File: src/rtl/pulse_train_gen.sv
// -----------------------------------------------------------------------------
// pulse_train_gen
//
// Purpose:
//   Generates a train of pulses on request. Each pulse is high for high_len
//   cycles and is separated from the next pulse by low_len cycles. In count
//   mode the train stops after 'count' pulses, with no trailing low phase.
//   In continuous mode the train runs until aborted. A length of 0 is treated
//   as 1. All outputs are registered.
//
// Parameters:
//   CNT_W      width of the pulse-count request and remaining-pulse counter
//   LEN_W      width of the high/low phase length fields
//
// Ports:
//   clk        clock, rising edge
//   rst        synchronous active-high reset
//   valid      request strobe, accepted when valid && ready
//   count      number of pulses (ignored when continuous=1)
//   high_len   high-phase length in cycles
//   low_len    low-phase length in cycles
//   continuous 1 = free-running until abort
//   abort      terminates the active train
//   ready      idle, can accept a request
//   ack        one-cycle acknowledge of an accepted request
//   pulse      pulse-train output
//   busy       a train is in progress
//   done       one-cycle strobe at train end (completed or aborted)
//   remaining  pulses not yet completed
// -----------------------------------------------------------------------------
module pulse_train_gen #(
  parameter int CNT_W = 32,
  parameter int LEN_W = 16
) (
  input  logic             clk,
  input  logic             rst,
  input  logic             valid,
  input  logic [CNT_W-1:0] count,
  input  logic [LEN_W-1:0] high_len,
  input  logic [LEN_W-1:0] low_len,
  input  logic             continuous,
  input  logic             abort,
  output logic             ready,
  output logic             ack,
  output logic             pulse,
  output logic             busy,
  output logic             done,
  output logic [CNT_W-1:0] remaining
);

  typedef enum logic [1:0] {
    ST_IDLE = 2'd0,
    ST_HIGH = 2'd1,
    ST_LOW  = 2'd2
  } state_t;

  state_t           state_q, state_d;

  // Phase counter holds "cycles left in this phase minus one"; the phase
  // expires on the edge where it reads zero.
  logic [LEN_W-1:0] phase_q, phase_d;
  logic [CNT_W-1:0] rem_q, rem_d;

  // Latched request fields, stored as (effective length - 1) so that a
  // requested length of 0 behaves exactly like 1.
  logic [LEN_W-1:0] high_m1_q, high_m1_d;
  logic [LEN_W-1:0] low_m1_q, low_m1_d;
  logic             cont_q, cont_d;

  logic             ready_q, ready_d;
  logic             ack_q, ack_d;
  logic             pulse_q, pulse_d;
  logic             busy_q, busy_d;
  logic             done_q, done_d;

  logic [LEN_W-1:0] req_high_m1;
  logic [LEN_W-1:0] req_low_m1;

  assign req_high_m1 = (high_len == '0) ? '0 : (high_len - LEN_W'(1));
  assign req_low_m1  = (low_len  == '0) ? '0 : (low_len  - LEN_W'(1));

  always_comb begin
    state_d   = state_q;
    phase_d   = phase_q;
    rem_d     = rem_q;
    high_m1_d = high_m1_q;
    low_m1_d  = low_m1_q;
    cont_d    = cont_q;
    ready_d   = ready_q;
    ack_d     = 1'b0;
    pulse_d   = pulse_q;
    busy_d    = busy_q;
    done_d    = 1'b0;

    case (state_q)
      ST_IDLE: begin
        ready_d = 1'b1;
        busy_d  = 1'b0;
        pulse_d = 1'b0;
        // abort is deliberately not looked at here: idle ignores it.
        if (valid && ready_q) begin
          high_m1_d = req_high_m1;
          low_m1_d  = req_low_m1;
          cont_d    = continuous;
          ack_d     = 1'b1;
          rem_d     = continuous ? '0 : count;
          if (continuous || (count != '0)) begin
            state_d = ST_HIGH;
            phase_d = req_high_m1;
            pulse_d = 1'b1;
            busy_d  = 1'b1;
            ready_d = 1'b0;
          end else begin
            // Empty request: acknowledge and finish in the same cycle.
            done_d = 1'b1;
          end
        end
      end

      ST_HIGH: begin
        if (abort) begin
          // Abort wins over a coinciding natural end, so only one done
          // strobe is produced and remaining keeps its current value.
          state_d = ST_IDLE;
          pulse_d = 1'b0;
          ready_d = 1'b1;
          busy_d  = 1'b0;
          done_d  = 1'b1;
        end else if (phase_q == '0) begin
          if (cont_q) begin
            state_d = ST_LOW;
            phase_d = low_m1_q;
            pulse_d = 1'b0;
          end else if (rem_q > CNT_W'(1)) begin
            state_d = ST_LOW;
            phase_d = low_m1_q;
            pulse_d = 1'b0;
            rem_d   = rem_q - CNT_W'(1);
          end else begin
            // Last pulse: return straight to idle, no trailing low phase.
            state_d = ST_IDLE;
            phase_d = '0;
            pulse_d = 1'b0;
            rem_d   = '0;
            ready_d = 1'b1;
            busy_d  = 1'b0;
            done_d  = 1'b1;
          end
        end else begin
          phase_d = phase_q - LEN_W'(1);
        end
      end

      ST_LOW: begin
        if (abort) begin
          state_d = ST_IDLE;
          pulse_d = 1'b0;
          ready_d = 1'b1;
          busy_d  = 1'b0;
          done_d  = 1'b1;
        end else if (phase_q == '0) begin
          state_d = ST_HIGH;
          phase_d = high_m1_q;
          pulse_d = 1'b1;
        end else begin
          phase_d = phase_q - LEN_W'(1);
        end
      end

      default: begin
        state_d = ST_IDLE;
        pulse_d = 1'b0;
        ready_d = 1'b1;
        busy_d  = 1'b0;
      end
    endcase
  end

  always_ff @(posedge clk) begin
    if (rst) begin
      state_q   <= ST_IDLE;
      phase_q   <= '0;
      rem_q     <= '0;
      high_m1_q <= '0;
      low_m1_q  <= '0;
      cont_q    <= 1'b0;
      ready_q   <= 1'b1;
      ack_q     <= 1'b0;
      pulse_q   <= 1'b0;
      busy_q    <= 1'b0;
      done_q    <= 1'b0;
    end else begin
      state_q   <= state_d;
      phase_q   <= phase_d;
      rem_q     <= rem_d;
      high_m1_q <= high_m1_d;
      low_m1_q  <= low_m1_d;
      cont_q    <= cont_d;
      ready_q   <= ready_d;
      ack_q     <= ack_d;
      pulse_q   <= pulse_d;
      busy_q    <= busy_d;
      done_q    <= done_d;
    end
  end

  assign ready     = ready_q;
  assign ack       = ack_q;
  assign pulse     = pulse_q;
  assign busy      = busy_q;
  assign done      = done_q;
  assign remaining = rem_q;

endmodule

File: config.mk
export PLATFORM = sky130hd
export DESIGN_NAME = pulse_train_gen
export DESIGN_NICKNAME = d
export VERILOG_FILES = /design/src/rtl/pulse_train_gen.sv
export SDC_FILE = /design/constraint.sdc
export NUM_CORES = 1
export LEC_CHECK = 0
export ABC_AREA = 0
export CAP_MARGIN = 20
export CORE_UTILIZATION = 49
export CTS_CLUSTER_SIZE = 24
export DETAILED_ROUTE_END_ITERATION = 7
export GPL_TIMING_DRIVEN = 0
export PLACE_DENSITY = 0.76
export SLEW_MARGIN = 20
export SYNTH_ARGS = -nofsm -noshare
export SYNTH_HDL_FRONTEND = slang
export SYNTH_SLANG_ARGS = --single-unit
File: constraint.sdc
create_clock -name clk -period 7.8 [get_ports clk]
set_input_delay 1.56 -clock clk [delete_from_list [all_inputs] [get_ports clk]]
set_output_delay 1.56 -clock clk [all_outputs]
set_load 0.02 [all_outputs]
==> out/metrics.yaml, run 1 <==
die_x_um: 109.6
synth.top_cell.area_share: 0.3107
ys_types: 67
drt_iter0_markers: 795
port-buffer-count: 104
period_minus_slack_ns: 4.139
post_drt_wl_per_cell_um: 20.84
clkPwrFrac: 0.166
via_count: 6616
total_leakage_power_nw: 2.612
utilization: 0.6537
fillers: 973
grt_util_met1: 0.5224
hold_slack_ns: 0.4593
die_h_um: 109.6
busiest_layer: "met1"
cts-resized-gates: 0
initial_core_util: 0.5119
hold_violations: 0
synthTopCellsByCount: "dfxtp_1, nor2_1, nand2_1"
setup-violations-final: 0
drt_wl_total_um: 20990
worst_pin_slew_ns: 0.9119
die-area_mm2: 0.01201
switching_share: 0.4997
powerDensity_mw_per_mm2: 427.2
yosysMostFrequentCell: "dfxtp_1"
p_seq_frac: 0.239
p_comb_frac: 0.595
max-vdd-ir-drop_uv: 260.0
relSlewSlack: 0.3921
ys_seq_area_frac: 0.3107
synthTopCellsByArea: "dfxtp_1, nor2_1, nand2_1, a21oi_1, nor3_1"
p_int_mw: 1.548
grt_start_max_net_pins: 16
post-route-period-util: 0.5306
start_kind: "input pin"
fin_nets: 940
cts_tree: "yes"
register_area_mm2: 0.001762
async_flop_share: 0
finClkSkew_ns: 0.007615
use_met3: 0.1120
ctsHoldBuffers: 0
grt_pass1_wl_um: 32680
synth-edff-count: 0
critPathKind: "in2reg"
critPathMaxStageDelay_ns: 0.52
drc_errors: 0
antenna_left: 0
fmax_mhz: 241.6
grt_remaining_overflow: 0
cts_num_sinks: 88
yosys_warnings: 0
syn_nets: 825
routed_via_density: 6.570
pre_cts_ws_ns: 3.361
syn_area_mm2: 0.005670
status: "finished, final reports clean"
crit_chain: "clkdlybuf4s50_1 -> nor4_1 -> nand4_1 -> o31ai_1 -> a21oi_1 -> clkbuf_1 -> o2111ai_1 -> o311ai_0"
cts_buffers: 9
cts.path.max_buffers: 2
area_delta_synth_final_pct: 27.71
netSwitchingPower_mw: 1.546
num_io_pins: 106
crit_fanout: 10
finalSetupTns_ns: 0
cp.arrival_ns: 4.33
synth_area_leader_cell: "dfxtp_1"
core_area_mm2: 0.01108
cp-end-kind: "register"
clock_latency_ns: 0.35
cap_violations: 0
drive_above_1_share: 0.05190
place_congestion: 0.9360
dp_hpwl_um: 16030
grt_pass1_vias: 6003
cts_max_level: 3
multi_input_comb_area_mm2: 0.003581
synthCells: 747
antenna_found_initial: 0
setup_slack_ns: 3.661
clk_pin_slew_ns: 0.07
root_buffer: "clkbuf_16"
ys_ff_latch: 88
syn_avg_cell_area_um2: 7.591
min_path_type: "reg2reg"
num_rows: 38
crit_required_ns: 7.99
antenna_cells: 0
grt_use_total: 0.3635
detail_route.first_pass.iterations: 7
cp_slowest_cell: "o31ai_1"
postCtsSetupBuffers: 0
met2_usage: 0.5139
grt_setup_unrepaired: "no"
synthFlopType: "dfxtp_1"
finalMaxSlewViolations: 0
stage by stage:
stage / instances / power [mW] / instance area, um^2
floorplan: 747 / 1.913 / 5670
CTS: 1007 / 3.027 / 7242
finish: 1007 / 3.094 / 7242
detailed placement: 991 / 2.506 / 6887
global route: 1007 / 3.273 / 7242
global placement: 991 / 2.491 / 6887
power by group through the flow:
stage               logic, mW  clock network (mW)  registers, mW
detailed placement       1.76                   0          0.742
global placement         1.75                   0          0.737
floorplan                1.14                   0          0.770
finish                   1.84               0.514          0.739
global route             1.98               0.537          0.758
CTS                      1.77               0.519          0.734
worst paths after layout:
| check | startpoint | endpoint | cells after the start | slack (ns) |
|---|---|---|---|---|
| setup / recovery | count[25] | phase_q[8]$_SDFFE_PP0P_ | 8 | 3.66 |
| hold / removal | high_m1_q[0]$_SDFFE_PP0P_ | high_m1_q[0]$_SDFFE_PP0P_ | 2 | 0.46 |
| setup reg to reg | phase_q[0]$_SDFFE_PP0P_ | remaining[14]$_SDFFE_PP0P_ | 9 | 4.34 |
| hold reg to reg | high_m1_q[0]$_SDFFE_PP0P_ | high_m1_q[0]$_SDFFE_PP0P_ | 2 | 0.46 |
sequential cells by signal (all words and copies together), names as in the netlist:
name       flops
phase_q       16
pulse          1
high_m1_q     16
ack            1
low_m1_q      16
ready          1
cont_q         1
busy           1
done           1
state_q        2
remaining     32
layout make-up:
cell class | count | area share
Clock inverter | 6 | 0.01607
Sequential cell | 88 | 0.2433
Inverter | 33 | 0.01710
Timing Repair Buffer | 104 | 0.1437
Clock buffer | 10 | 0.03300
Multi-Input combinational cell | 575 | 0.4945
Buffer | 51 | 0.02816
Tap cell | 140 | 0.02419
cells by family (layout without fill, tap and decap cells):
| family | Yosys count | after routing | share of synthesized area |
|---|---|---|---|
| buf+inv | 84 | 204 | 0.05781 |
| flops | 88 | 88 | 0.3107 |
| mux | 9 | 9 | 0.01655 |
| xor+xnor | 28 | 28 | 0.04325 |
| compound gates | 210 | 210 | 0.2590 |
| simple gates | 319 | 319 | 0.2928 |
| fa+ha+maj | 9 | 9 | 0.01986 |
cell usage in the layout, fill, tap and decap left out, types with 13 or more instances in the layout:
cell type,Yosys,layout
nand2_1,70,70
a22oi_1,22,22
dfxtp_1,88,88
nor4_1,24,24
o32ai_1,16,16
a32oi_1,16,16
clkbuf_1,39,39
o21ai_0,28,28
nor2_1,83,83
xor2_1,15,15
a21oi_1,51,51
clkdlybuf4s50_1,0,104
nand3_1,23,23
xnor2_1,13,13
nor3_1,38,38
inv_1,33,33
metal layers:
layer,part of all wire,up-vias
met5,0,-
met4,0.020,0
met3,0.13,35
met2,0.41,436
met1,0.44,3096
li1,-,3049
critical path, delay by kind of cell:
kind	cells	cell delay (ns)
AOI/OAI and AO/OA	4	1.26
buffers and inverters	2	0.79
and+or+nand+nor	2	0.71
Note: power is estimated with default switching activity, not from simulation.
==> run 2, diff against run 1 <==
==> constraint.sdc (replaced) <==
create_clock -name clk -period 4.2 [get_ports clk]
set_input_delay 0.84 -clock clk [delete_from_list [all_inputs] [get_ports clk]]
set_output_delay 0.84 -clock clk [all_outputs]
set_load 0.02 [all_outputs]
==> results of run 2 <==
The final DEF is identical to that of run 1. Status: finished, final reports clean.
Main changes from that run: setup slack after placement 3.361 ns -> 0.4812 ns; clock-pin slew on the worst setup and hold paths 0.07 ns -> 0.06 ns; setup slack after layout 3.661 ns -> 0.7421 ns; start point of the critical path count[25] -> phase_q[0]$_SDFFE_PP0P_; end point of the critical path phase_q[8]$_SDFFE_PP0P_ -> remaining[14]$_SDFFE_PP0P_; register-to-register setup slack 4.34 ns -> 0.74 ns; total power 3.094 mW -> 5.746 mW; worst IR drop on VDD 260.0 uV -> 482.9 uV
